<file path="src/rtl/cle_key_reader.sv">
// cle_key_reader: probe-sequence initiator that reads the CLE key device and checks a masked signature
module cle_key_reader #(
   parameter int SEQ_LEN = 8,
   parameter int SETUP   = 1,
   parameter int STROBE  = 2,
   parameter int HOLD    = 1
) (
   input  logic        clk,
   input  logic        rst_n,
   input  logic        start,
   input  logic [63:0] seq,
   input  logic [31:0] expect_word,
   input  logic [31:0] mask,
   output logic        busy,
   output logic        done,
   output logic        pass,
   output logic [31:0] result,
   output logic        BA13,
   output logic        BA12,
   output logic [3:0]  BA_CMD,
   output logic        BR_W,
   output logic        SSER,
   output logic        KCLK,
   input  logic        KD0,
   input  logic        KD1
);
   typedef enum logic [2:0] {ST_IDLE, ST_SETUP, ST_STROBE, ST_CLK, ST_HOLD, ST_DONE} state_t;
   localparam logic [1:0] SETUP_END  = 2'(SETUP - 1);
   localparam logic [1:0] STROBE_END = 2'(STROBE - 1);
   localparam logic [1:0] HOLD_END   = 2'(HOLD - 1);
   localparam logic [3:0] LAST_IDX   = 4'(SEQ_LEN - 1);
   state_t      state, state_nx;
   logic [1:0]  cnt;
   logic [3:0]  idx;
   logic        phase_end;
   logic [63:0] seq_q;
   logic [31:0] exp_q, mask_q;
   // state register plus phase counter, probe index, latched run parameters and capture
   always_ff @(posedge clk) begin
      if (!rst_n) begin
         state  <= ST_IDLE;
         cnt    <= '0;
         idx    <= '0;
         seq_q  <= '0;
         exp_q  <= '0;
         mask_q <= '0;
         result <= '0;
         pass   <= 1'b0;
      end else begin
         state <= state_nx;
         cnt   <= (state == ST_IDLE || phase_end) ? 2'd0 : cnt + 2'd1;
         if (state == ST_IDLE && start) begin
            seq_q  <= seq;
            exp_q  <= expect_word;
            mask_q <= mask;
            result <= '0;
            pass   <= 1'b0;
            idx    <= '0;
         end
         if (state == ST_STROBE && phase_end)
            result[{idx, 1'b0} +: 2] <= {KD1, KD0};
         if (state == ST_HOLD && phase_end && idx != LAST_IDX)
            idx <= idx + 4'd1;
         if (state == ST_HOLD && phase_end && idx == LAST_IDX)
            pass <= ((result ^ exp_q) & mask_q) == '0;
         if (state == ST_DONE)
            idx <= '0;
      end
   end
   // next-state and bus decode; the address only moves in SETUP/HOLD boundaries while SSER is high
   always_comb begin
      state_nx  = state;
      phase_end = 1'b0;
      busy      = 1'b1;
      done      = 1'b0;
      BA12      = 1'b1;
      SSER      = 1'b1;
      KCLK      = 1'b0;
      case (state)
         ST_IDLE: begin
            busy = 1'b0;
            BA12 = 1'b0;
            state_nx = start ? ST_SETUP : ST_IDLE;
         end
         ST_SETUP: begin
            phase_end = cnt == SETUP_END;
            state_nx  = phase_end ? ST_STROBE : ST_SETUP;
         end
         ST_STROBE: begin
            SSER      = 1'b0;
            phase_end = cnt == STROBE_END;
            state_nx  = phase_end ? ST_CLK : ST_STROBE;
         end
         ST_CLK: begin
            SSER      = 1'b0;
            KCLK      = 1'b1;
            phase_end = 1'b1;
            state_nx  = ST_HOLD;
         end
         ST_HOLD: begin
            phase_end = cnt == HOLD_END;
            state_nx  = !phase_end ? ST_HOLD : (idx == LAST_IDX) ? ST_DONE : ST_SETUP;
         end
         ST_DONE: begin
            busy      = 1'b0;
            done      = 1'b1;
            BA12      = 1'b0;
            phase_end = 1'b1;
            state_nx  = ST_IDLE;
         end
         default: begin
            busy     = 1'b0;
            BA12     = 1'b0;
            state_nx = ST_IDLE;
         end
      endcase
   end
   assign BA13   = 1'b0;
   assign BR_W   = 1'b1;
   assign BA_CMD = BA12 ? seq_q[{idx, 2'b00} +: 4] : 4'd0;
endmodule

</file>
<file path="config.mk">
export PLATFORM = sky130hd
export DESIGN_NAME = cle_key_reader
export DESIGN_NICKNAME = d
export VERILOG_FILES = /design/src/rtl/cle_key_reader.sv
export SDC_FILE = /design/constraint.sdc
export NUM_CORES = 1
export LEC_CHECK = 0
export BUFFER_PORTS_ARGS = -buffer_cell sky130_fd_sc_hd__buf_4
export CORE_MARGIN = 2
export CORE_UTILIZATION = 58
export CTS_CLUSTER_SIZE = 25
export DETAILED_ROUTE_END_ITERATION = 10
export GPL_TIMING_DRIVEN = 1
export PLACE_DENSITY = 0.82
export REMOVE_ABC_BUFFERS = 1
export SKIP_CTS_REPAIR_TIMING = 1
export SKIP_LAST_GASP = 1
export SLEW_MARGIN = 10
export SYNTH_ARGS = -nofsm -noshare
export SYNTH_HDL_FRONTEND = slang
export SYNTH_SLANG_ARGS = --single-unit
</file>
<file path="constraint.sdc">
create_clock -name clk -period 6.9 [get_ports clk]
set_input_delay 0.345 -clock clk [delete_from_list [all_inputs] [get_ports clk]]
set_output_delay 0.345 -clock clk [all_outputs]
set_load 0.02 [all_outputs]
</file>
==> Word level (Yosys, flattened, before mapping) <==
Index checks and enable logic that the tools add are counted.
{ "word_totals": {"reg_bits": 170, "latch_bits": 0, "mem_bits_rw": 0, "rom_bits": 0, "input_bits": 133, "out_inout_bits": 44, "memories": 0} }
{ "classes": {"n_addsub": 3, "multipliers": 0, "div": 0, "n_lt_le_gt_ge": 0, "n_eq_ne": 8, "n_shift": 3, "muxes": 20, "bitwise": 3, "n_reduce_logical": 17} }
{ "op_table": {"columns": ["cell", "n"], "rows": [
  ["32-bit two-way mux", 3],
  ["64-bit by 7-bit indexed part select with 4-bit output", 1],
  ["32-bit AND", 1],
  ["32-bit bitwise mux", 1],
  ["32-bit logical NOT", 1],
  ["2-bit by 7-bit variable shift with 32-bit output, first input constant", 1],
  ["2-bit by 7-bit indexed part select with 32-bit output", 1],
  ["32-bit XOR", 1],
  ["3-bit case mux with 5 select lines", 1],
  ["4-bit two-way mux", 3],
  ["2-bit OR reduction", 5],
  ["1-bit two-way mux", 8],
  ["5-bit negation with 7-bit output", 1],
  ["3-bit by 2-bit == test with 1-bit output, second input constant", 2],
  ["3-bit == test, second input constant", 2],
  ["3-bit two-way mux", 2],
  ["1-bit logical AND", 5],
  ["4-bit by 1-bit adder with 4-bit output, second input constant", 1],
  ["4-bit by 3-bit == test with 1-bit output, second input constant", 1],
  ["4-bit by 3-bit inequality test with 1-bit output, second input constant", 1],
  ["2-bit nonzero test", 2],
  ["4-bit OR reduction", 1],
  ["3-bit by 1-bit == test with 1-bit output, second input constant", 1],
  ["3-bit logical NOT", 1],
  ["7 further kinds", 7]
]} }

==> Logic depth before layout (Yosys ltp) <==
Gate-level depths: netlist of the first run.
{ "logic_depth": {"word_depth": 6, "depth_mapped": 10} }

==> Worst setup path after synthesis of the first run <==
Ideal clock, no wire load.
{ "synth_timing": {"path_type": "reg-to-reg", "from": "reg idx[1]", "to": "reg result[28]", "setup_time_ns": 0.115, "arrival_time_ns": 2.508, "slack_ns": 4.277, "path_stages_with_launch": 9, "synth_period_minus_slack_ns": 2.623, "path_cell_list": "dfxtp_1 > buf_2 > clkbuf_1 > inv_1 > ha_1 > or3b_1 > or3_1 > and3_1 > o21a_1"} }
{ "synth_between": {"elab_chain_len": 4, "word_cells_on_any_way": 5, "classes_between": "add/sub (1); shift (2); mux (2)"} }
{ "synth_lines": {"columns": ["element", "line", "source"], "rows": [
  ["from (decl)", "34", "logic [3:0] idx;"],
  ["from (signal assigned)", "63", "idx <= idx + 4'd1;"],
  ["5-bit negation with 7-bit output *", "61", "result[{idx, 1'b0} +: 2] <= {KD1, KD0};"],
  ["2-bit by 7-bit indexed part select with 32-bit output / 2-bit by 7-bit variable shift with 32-bit output (equally long branches)", "61", null],
  ["32-bit bitwise mux *", "61", null],
  ["32-bit two-way mux *", "60", "if (state == ST_STROBE && phase_end)"],
  ["to (signal, indexed assignment)", "61", null],
  ["to (decl)", "17", "output logic [31:0] result,"]
]} }
Every way passes the cells marked *; elsewhere a longest branch is shown, timed or not.
A chain may end at the register's enable or synchronous reset.

==> Final worst setup path of the first run <==
{ "layout_timing": {"from": "reg idx[0]", "to": "out BA_CMD[0]"} }
{ "layout_between": {"elab_chain_len": 2} }
{ "layout_lines": {"columns": ["element", "line", "source"], "rows": [
  ["64-bit by 7-bit indexed part select with 4-bit output", "120", "assign BA_CMD = BA12 ? seq_q[{idx, 2'b00} +: 4] : 4'd0;"],
  ["4-bit two-way mux", "120", null],
  ["to (decl)", "20", "output logic [3:0] BA_CMD,"]
]} }
No other way between the ends.

==> results_dict.tcl, run 1 <==
set metrics [dict create \
    route.detailed.drc 0 \
    whs_ns 0.177 \
    multi_input_area_mm2 0.00413 \
    cts_tree "done" \
    synth_top_family_by_area "simple AND/OR/NAND/NOR gates" \
    drive_gt1_share_pct 22.1 \
    yosys_register_bits 170 \
    crit_arrival_ns 2.73 \
    grt_pass1_vias 6386 \
    routed_via_density 5.40 \
    rsz0062_at_grt "no" \
    final_common_cell "nand2_1" \
    hold_viol_final 0 \
    synth-seq-area-share_pct 43.5 \
    grt_max_degree 106 \
    clockRootBuffer "clkbuf_16" \
    syn_avg_cell_area_um2 8.51 \
    clk_path_buf_depth 2 \
    fin_crit_sh_pct 44.6 \
    netlist_instances 920 \
    hpwl_um 12800 \
    finalMaxSlewViolations 0 \
    synth_compound_area_share_pct 18.5 \
    clkLatencyLatePin_ns 0.42 \
    irDropWorstVdd_mv 0.173 \
    clk_pin_slew_ns 0.06 \
    io_pins 177 \
    numCtsBuffers 17 \
    antenna_left 0 \
    criticalPathCategory "reg2out" \
    maxCapViolations 0 \
    synth_area_mm2 0.00783 \
    grt_usage_pct 26.9 \
    firstDrtPassIters 5 \
    cellLeakagePower_nw 4.05 \
    crit_fanout 30 \
    synth_top_area_share_pct 43.5 \
    synth.area.top_cells "dfxtp_1, nand2_1, a21boi_0" \
    synth-simple-area-share_pct 22.5 \
    dieArea_mm2 0.0145 \
    mostFrequentLayoutCells "nand2_1, buf_4, dfxtp_1" \
    seq_area_mm2 0.00340 \
    endpoint_kind "output pin" \
    ys_types 44 \
    dieWidth_um 120 \
    powerDensity_mw_per_mm2 231 \
    antenna_found_initial 0 \
    max_clock_freq_ghz 0.325 \
    grt-ovfl-total 0 \
    finClkSkew_ns 0.00553 \
    utilization_pct 73.6 \
    relSlewSlack_pct 39.7 \
    wl_um 18900 \
    place_congestion 0.929 \
    synth_edf_count 0 \
    min-delay-path-class "in2reg" \
    async_reset_ff_share_pct 0 \
    yosysWarningCount 0 \
    wl_per_cell_um 15.2 \
    grt_pass1_wl_um 31100 \
    nFillCells 1064 \
    syn2layout_area_growth_pct 23.9 \
    start_util_pct 59.4 \
    post-route-min-period_ns 3.08 \
    rows 42 \
    antenna_cells 0 \
    core_area_mm2 0.0132 \
    h-tree-depth 4 \
    synth_adder_area_share_pct 0.958 \
    io_buffers 174 \
    synth_flop_cell "dfxtp_1" \
    synth_top_area_cell "dfxtp_1" \
    worst_slew_pin_slew_ns 0.904 \
    required_ns 6.55 \
    critPathLaunchType "register" \
    synth_xor_area_share_pct 4.23 \
    clkSinkCount 170 \
    drtIter0Drc 535 \
    synthMuxAreaShare_pct 6.17 \
    vias 6712 \
    run_status "finished clean" \
    setup_violations 0 \
    finalPower_w 0.00225 \
    tns_ns 0 \
    die_y_um 120 \
    fin_nets 1193 \
]
==> cell usage after synthesis, types with 8 or more instances <==
cell	count
a21boi_0	135
a21oi_1	14
a22oi_1	16
and2_1	13
and3_1	12
buf_2	13
clkbuf_1	48
dfxtp_1	170
inv_1	10
mux2i_1	10
mux4_2	17
nand2_1	292
nand3_1	9
nand3b_1	8
nor2_1	24
nor2b_1	9
nor3_1	8
o21a_1	16
xor2_1	34
==> power breakdown <==
group | total [W] | internal, W | leakage [nW] | switching, W
clock network | 0.000899 | 0.000532 | 0.273 | 0.000367
logic | 0.000273 | 0.000125 | 2.39 | 0.000148
registers | 0.00107 | 0.00104 | 1.39 | 0.0000342
total | 0.00225 | 0.00170 | 4.05 | 0.000548
==> kinds of logic (layout without fill, tap and decap cells) <==
family	Yosys count	in the layout
AND/OR/NAND/NOR	404	404
AO/OA/AOI/OAI	198	198
flip-flops	170	170
buffers and inverters	76	223
XOR/XNOR	37	37
multiplexers	27	27
adder cells (fa/ha/maj)	6	6
other	2	2
==> worst paths after layout <==
| path | start | end | slack (ns) | cells after the start |
|---|---|---|---|---|
| worst max-delay path | idx[0] | BA_CMD[0] | 3.82 | 4 |
| worst min-delay path | seq[14] | seq_q[14] | 0.18 | 3 |
| worst max register to register | idx[0] | result[28] | 4.04 | 6 |
| worst min register to register | cnt[0] | cnt[0] | 0.45 | 1 |
==> critical path: stages (launching register included) <==
cell and delay [ns]:
dfxtp_2 0.90, mux4_2 0.59, mux4_2 0.48, nor2b_1 0.15
buf_4 0.18
==> state kept, by name, summed over array words and instances, names as in the netlist <==
register	flops
seq_q	64
idx	4
exp_q	32
mask_q	32
state	3
pass	1
cnt	2
result	32
==> through the flow <==
step           setup slack (ns)  cell area [um2]  cells
2_1_floorplan            -0.790             7550    854
3_3_place_gp               4.05             9140   1211
3_5_place_dp               4.04             9140   1211
4_1_cts                    3.79             9700   1243
5_1_grt                    3.66             9710   1243
6_report                   3.82             9710   1243
==> final cells by class <==
cell class | instances | share of cell area, %
multi-input combinational | 674 | 42.5
sequential | 170 | 35.1
timing repair buffer | 181 | 14.0
clock buffer | 25 | 5.10
tap | 176 | 2.27
clock inverter | 7 | 0.670
inverter | 10 | 0.387
==> per-layer routing <==
| layer | track usage, % | share of wire, % |
|---|---|---|
| met1 | 35.9 | 44 |
| met3 | 5.24 | 6.2 |
| met2 | 44.3 | 48 |
| met5 | 0 | 0 |
| met4 | 8.43 | 1.9 |
Power figures use the tool's default switching activity.
==> run 2, diff against run 1 <==
CORE_UTILIZATION = 49   (was 58)
PLACE_DENSITY = 0.73   (was 0.82)
clock period = 2.5 ns   (was 6.9 ns; I/O delays follow)
==> results_dict.tcl, run 2 (same netlist as run 1, synthesis figures left out) <==
set metrics [dict create \
    utilization_pct 70.9 \
    clk_pin_slew_ns 0.06 \
    io_pins 177 \
    met3_length_um 1170 \
    antenna_cells 0 \
    top_register "seq_q" \
    cellLeakagePower_nw 4.66 \
    sequentialPowerShare_pct 43.6 \
    grt_max_degree 86 \
    post-route-min-period_ns 2.43 \
    dieArea_mm2 0.0170 \
    clockRootBuffer "clkbuf_16" \
    reg2reg_depth 7 \
    final_common_cell "nand2_1" \
    clkLatencyLatePin_ns 0.43 \
    wl_per_cell_um 15.0 \
    fin_crit_sh_pct 97.3 \
    core_area_mm2 0.0158 \
    wl_um 21200 \
    grt-ovfl-total 0 \
    io_buffers 174 \
    die_y_um 130 \
    rows 46 \
    crit_fanout 10 \
    switching_share_pct 23.5 \
    firstDrtPassIters 5 \
    criticalPathCategory "reg2out" \
    whs_ns -0.0337 \
    powerDensity_mw_per_mm2 607 \
    finClkSkew_ns 0.00761 \
    hold_viol_final 9 \
    largest_reg_flops 64 \
    min-delay-path-class "in2reg" \
    crit_arrival_ns 2.31 \
    clk_path_buf_depth 2 \
    h-tree-depth 4 \
    violations "hold timing" \
    antenna_found_initial 0 \
    holdPathStages 3 \
    endpoint_kind "output pin" \
    syn2layout_area_growth_pct 42.7 \
    setup_violations 0 \
    max_clock_freq_ghz 0.411 \
    clock_power_share_pct 42.3 \
    cts_tree "done" \
    start_util_pct 49.7 \
    numCtsBuffers 17 \
    dieWidth_um 130 \
    grt_usage_pct 22.7 \
    irDropWorstVdd_mv 0.508 \
    drive_gt1_share_pct 20.7 \
    p_int_w 0.00519 \
    rsz0062_at_grt "no" \
    grt_pass1_wl_um 30400 \
    cpPeakStageDelay_ns 0.51 \
    route.met2.wl_um 10500 \
    routed.top_layer "met4" \
    required_ns 2.38 \
    switchingPower_w 0.00160 \
    drtIter0Drc 458 \
    clkSinkCount 170 \
    hpwl_um 13200 \
    path_cells "buf_12 > mux4_2 > nor2b_1 > a211oi_1 > a311oi_1 > buf_4" \
    route.detailed.drc 0 \
    vias 7259 \
    run_status "finished with violations" \
    routed_via_density 5.16 \
    critPathLaunchType "register" \
    relSlewSlack_pct 54.8 \
    worst_path_max_delay_cell "mux4_2" \
    antenna_left 0 \
    worst_slew_pin_slew_ns 0.679 \
    grt_pass1_vias 6261 \
    place_congestion 0.893 \
    place_area_mm2 0.00934 \
    mostFrequentLayoutCells "nand2_1, buf_4, dfxtp_1" \
    fin_nets 1318 \
    p_comb_share_pct 14.0 \
    wl_met1_um 9200 \
    finalMaxSlewViolations 0 \
    final_area_mm2 0.0112 \
    maxCapViolations 0 \
]
[run 2: power by group through the flow]
stage | Sequential (W) | Clock [W] | Combinational, W
final | 0.00296 | 0.00287 | 0.000952
after global routing | 0.00298 | 0.00301 | 0.00105
after CTS | 0.00296 | 0.00291 | 0.000797
after detailed placement | 0.00302 | 0 | 0.000791
after global placement | 0.00301 | 0 | 0.000781
after floorplan | 0.00300 | 0 | 0.000465
[run 2: layout make-up]
cell class                 instances  area, um2
fill                            1208       4600
clock buffer                      25        515
multi-input combinational        674       4120
clock inverter                     6        133
inverter                          10       37.5
timing repair buffer             306       2690
sequential                       170       3410
tap                              216        270
[run 2: worst max-delay path, delay by kind of cell, from the launching register on]
family          cells  cell delay (ns)
buf+inv             2             0.35
simple gates        1             0.15
mux                 1             0.51
flops               1             0.38
compound gates      2             0.48
[run 2: worst paths after layout]
kind | to | startpoint | slack (ns)
hold reg to reg | seq_q[35] | seq_q[35] | 0.46
hold / removal | seq_q[36] | seq[36] | -0.03
setup / recovery | BA_CMD[2] | idx[0] | 0.07
setup reg to reg | result[24] | idx[0] | 0.34
[run 2: stage by stage]
step / total power [W] / cells / setup slack [ns] / TNS, ns
after floorplan: 0.00346 / 854 / -5.19 / -666.20
final: 0.00679 / 1407 / 0.0668 / 0
after detailed placement: 0.00381 / 1259 / 0.387 / 0
after CTS: 0.00667 / 1290 / 0.0357 / 0
after global placement: 0.00380 / 1259 / 0.436 / 0
after global routing: 0.00703 / 1407 / 0.00519 / 0
[run 2: routing by layer]
| layer | GRT usage [%] | vias to the layer above |
|---|---|---|
| li1 | - | 3616 |
| met3 | 6.47 | 29 |
| met5 | 0 | - |
| met1 | 29.4 | 3407 |
| met2 | 38.0 | 207 |
| met4 | 5.26 | 0 |
==> run 3, diff against run 2 <==
ABC_AREA = 1   (was unset)
CTS_CLUSTER_SIZE = unset   (was 25)
MAX_ROUTING_LAYER = met4   (was unset)
==> results_dict.tcl, run 3 <==
set metrics [dict create \
    powerDensity_mw_per_mm2 644 \
    rr_startpoint "idx[1]" \
    hold_path_end "seq_q[54]" \
    grt_use_met3_pct 4.46 \
    nFillCells 1324 \
    synth_top_area_share_pct 44.1 \
    antenna_left 0 \
    numCtsBuffers 17 \
    antenna_found_initial 0 \
    crit_arrival_ns 1.98 \
    critPathLaunchType "register" \
    clk_pin_slew_ns 0.07 \
    io_buffers 174 \
    dieArea_mm2 0.0168 \
    hold_viol_final 20 \
    clkSinkCount 170 \
    routed_via_density 5.08 \
    worst_slew_pin_slew_ns 0.819 \
    min-delay-path-class "in2reg" \
    route.detailed.drc 0 \
    rows 45 \
    syn_avg_cell_area_um2 7.00 \
    violations "hold timing" \
    top_register "seq_q" \
    clkLatencyLatePin_ns 0.43 \
    finClkSkew_ns 0.00674 \
    synth.area.top_cells "dfxtp_1, nand2_1, a21oi_1" \
    cellLeakagePower_nw 4.48 \
    use_met1_pct 32.7 \
    synth.most_common_cell "nand2_1" \
    timing.rr.end "result[25]" \
    seq_area_mm2 0.00340 \
    grt_util_met2_pct 38.6 \
    wl_um 21300 \
    firstDrtPassIters 5 \
    start_util_pct 50.4 \
    required_ns 2.38 \
    grt_pass1_vias 6705 \
    wl_per_cell_um 13.9 \
    drtIter0Drc 436 \
    r2r_setup_slack_ns 0.56 \
    fin_nets 1454 \
    final_common_cell "nand2_1" \
    clk_path_buf_depth 2 \
    holdPathStages 3 \
    crit_fanout 42 \
    place_congestion 0.877 \
    max_clock_freq_ghz 0.476 \
    netlist_instances 1103 \
    reg2reg_depth 8 \
    finalPower_w 0.00672 \
    synth_flop_cell "dfxtp_1" \
    vias 7809 \
    irDropWorstVdd_mv 0.558 \
    finalMaxSlewViolations 0 \
    grt_busiest_layer "met2" \
    criticalPathCategory "reg2out" \
    worstHoldStart "seq[54]" \
    run_status "finished with violations" \
    syn2layout_area_growth_pct 35.2 \
    largest_reg_flops 64 \
    whs_ns -0.0260 \
    synth_common_cells "nand2_1, a21oi_1, dfxtp_1" \
    setup_violations 0 \
    synth_top_area_cell "dfxtp_1" \
    drive_gt1_share_pct 18.8 \
    relSlewSlack_pct 45.4 \
    grt-ovfl-total 0 \
    grt_pass1_wl_um 32300 \
    io_pins 177 \
    yosysWarningCount 0 \
    synth_edf_count 0 \
    grt_max_degree 219 \
    post-route-min-period_ns 2.10 \
    endpoint_kind "output pin" \
    dieWidth_um 130 \
    synth_area_mm2 0.00772 \
    maxCapViolations 0 \
    clockRootBuffer "clkbuf_16" \
    async_reset_ff_share_pct 0 \
    antenna_cells 0 \
    hpwl_um 13500 \
    mostFrequentLayoutCells "nand2_1, a21oi_1, buf_4" \
    yosys_register_bits 170 \
    tns_ns 0 \
    cp-startpoint "idx[0]" \
    h-tree-depth 4 \
    synth-seq-area-share_pct 44.1 \
    core_area_mm2 0.0153 \
    die_y_um 130 \
    grt_usage_pct 24.8 \
    rsz0062_at_grt "no" \
    cts_tree "done" \
    ys_types 34 \
    multi_input_area_mm2 0.00358 \
    fin_crit_sh_pct 84.1 \
]
-- run 3: cell count changes after synthesis, moves of 17 or more --
cell / previous run / this run
a21boi_0: 135 / 0
a21oi_1: 14 / 195
nor2_1: 24 / 49
o21ai_0: 3 / 111
inv_1: 10 / 104
nand3_1: 9 / 54
xor2_1: 34 / 0
mux4_2: 17 / 0
clkbuf_1: 48 / 31
-- run 3: cell families after synthesis --
| group | count (synthesis) | share of synthesized area, % |
|---|---|---|
| xor+xnor | 1 | 0.113 |
| flops | 170 | 44.1 |
| fa+ha+maj | 6 | 0.972 |
| simple gates | 427 | 23.8 |
| buf+inv | 176 | 9.73 |
| compound gates | 321 | 21.2 |
| other cells | 2 | 0.0972 |
-- run 3: metal layers --
metal	vias to the layer above	part of all wire (%)
met5	-	0
met4	0	1.5
met3	29	5.4
met2	216	48
met1	3564	45
li1	4000	-
-- run 3: how the worst max path moves through the flow --
stage,slack [ns],to,cells past startpoint
global route,0.21,BA_CMD[0],6
floorplan,-4.12,pass,6
global placement,0.67,result[25],8
CTS,0.36,BA_CMD[0],6
detailed placement,0.60,result[25],8
finish,0.40,BA_CMD[0],6
-- run 3: per-stage QoR --
step | hold WS (ns) | setup slack [ns] | cell area [um2] | cells | utilization (%)
global placement | 0.378 | 0.665 | 9090 | 1432 | 59.4
floorplan | 0.245 | -4.12 | 7400 | 1037 | -
finish | -0.0260 | 0.397 | 10400 | 1538 | 68.2
global route | 0.00102 | 0.205 | 10400 | 1538 | 68.2
CTS | -0.0615 | 0.356 | 9690 | 1463 | 63.3
detailed placement | 0.383 | 0.599 | 9090 | 1432 | 59.4
-- run 3: critical path, cell delays in order, from the launching register on --
cell     delay (ns)
dfxtp_1        0.34
buf_4          0.38
o21ai_0        0.20
o21ai_0        0.20
a21oi_1        0.07
a21oi_1        0.18
buf_4          0.17
-- run 3: where the power goes --
group          internal [W]  switching [W]  leakage (nW)
clock network       0.00157        0.00111         0.278
logic              0.000444       0.000589          2.81
registers           0.00292      0.0000929          1.39
-- run 3: area by class of cell --
cell class | instances | share of cell area (%)
Timing Repair Buffer | 259 | 20.8
Clock buffer | 17 | 4.07
Multi-Input combinational cell | 757 | 34.3
Inverter | 110 | 4.07
Tap cell | 211 | 2.53
Sequential cell | 170 | 32.6
Clock inverter | 14 | 1.65
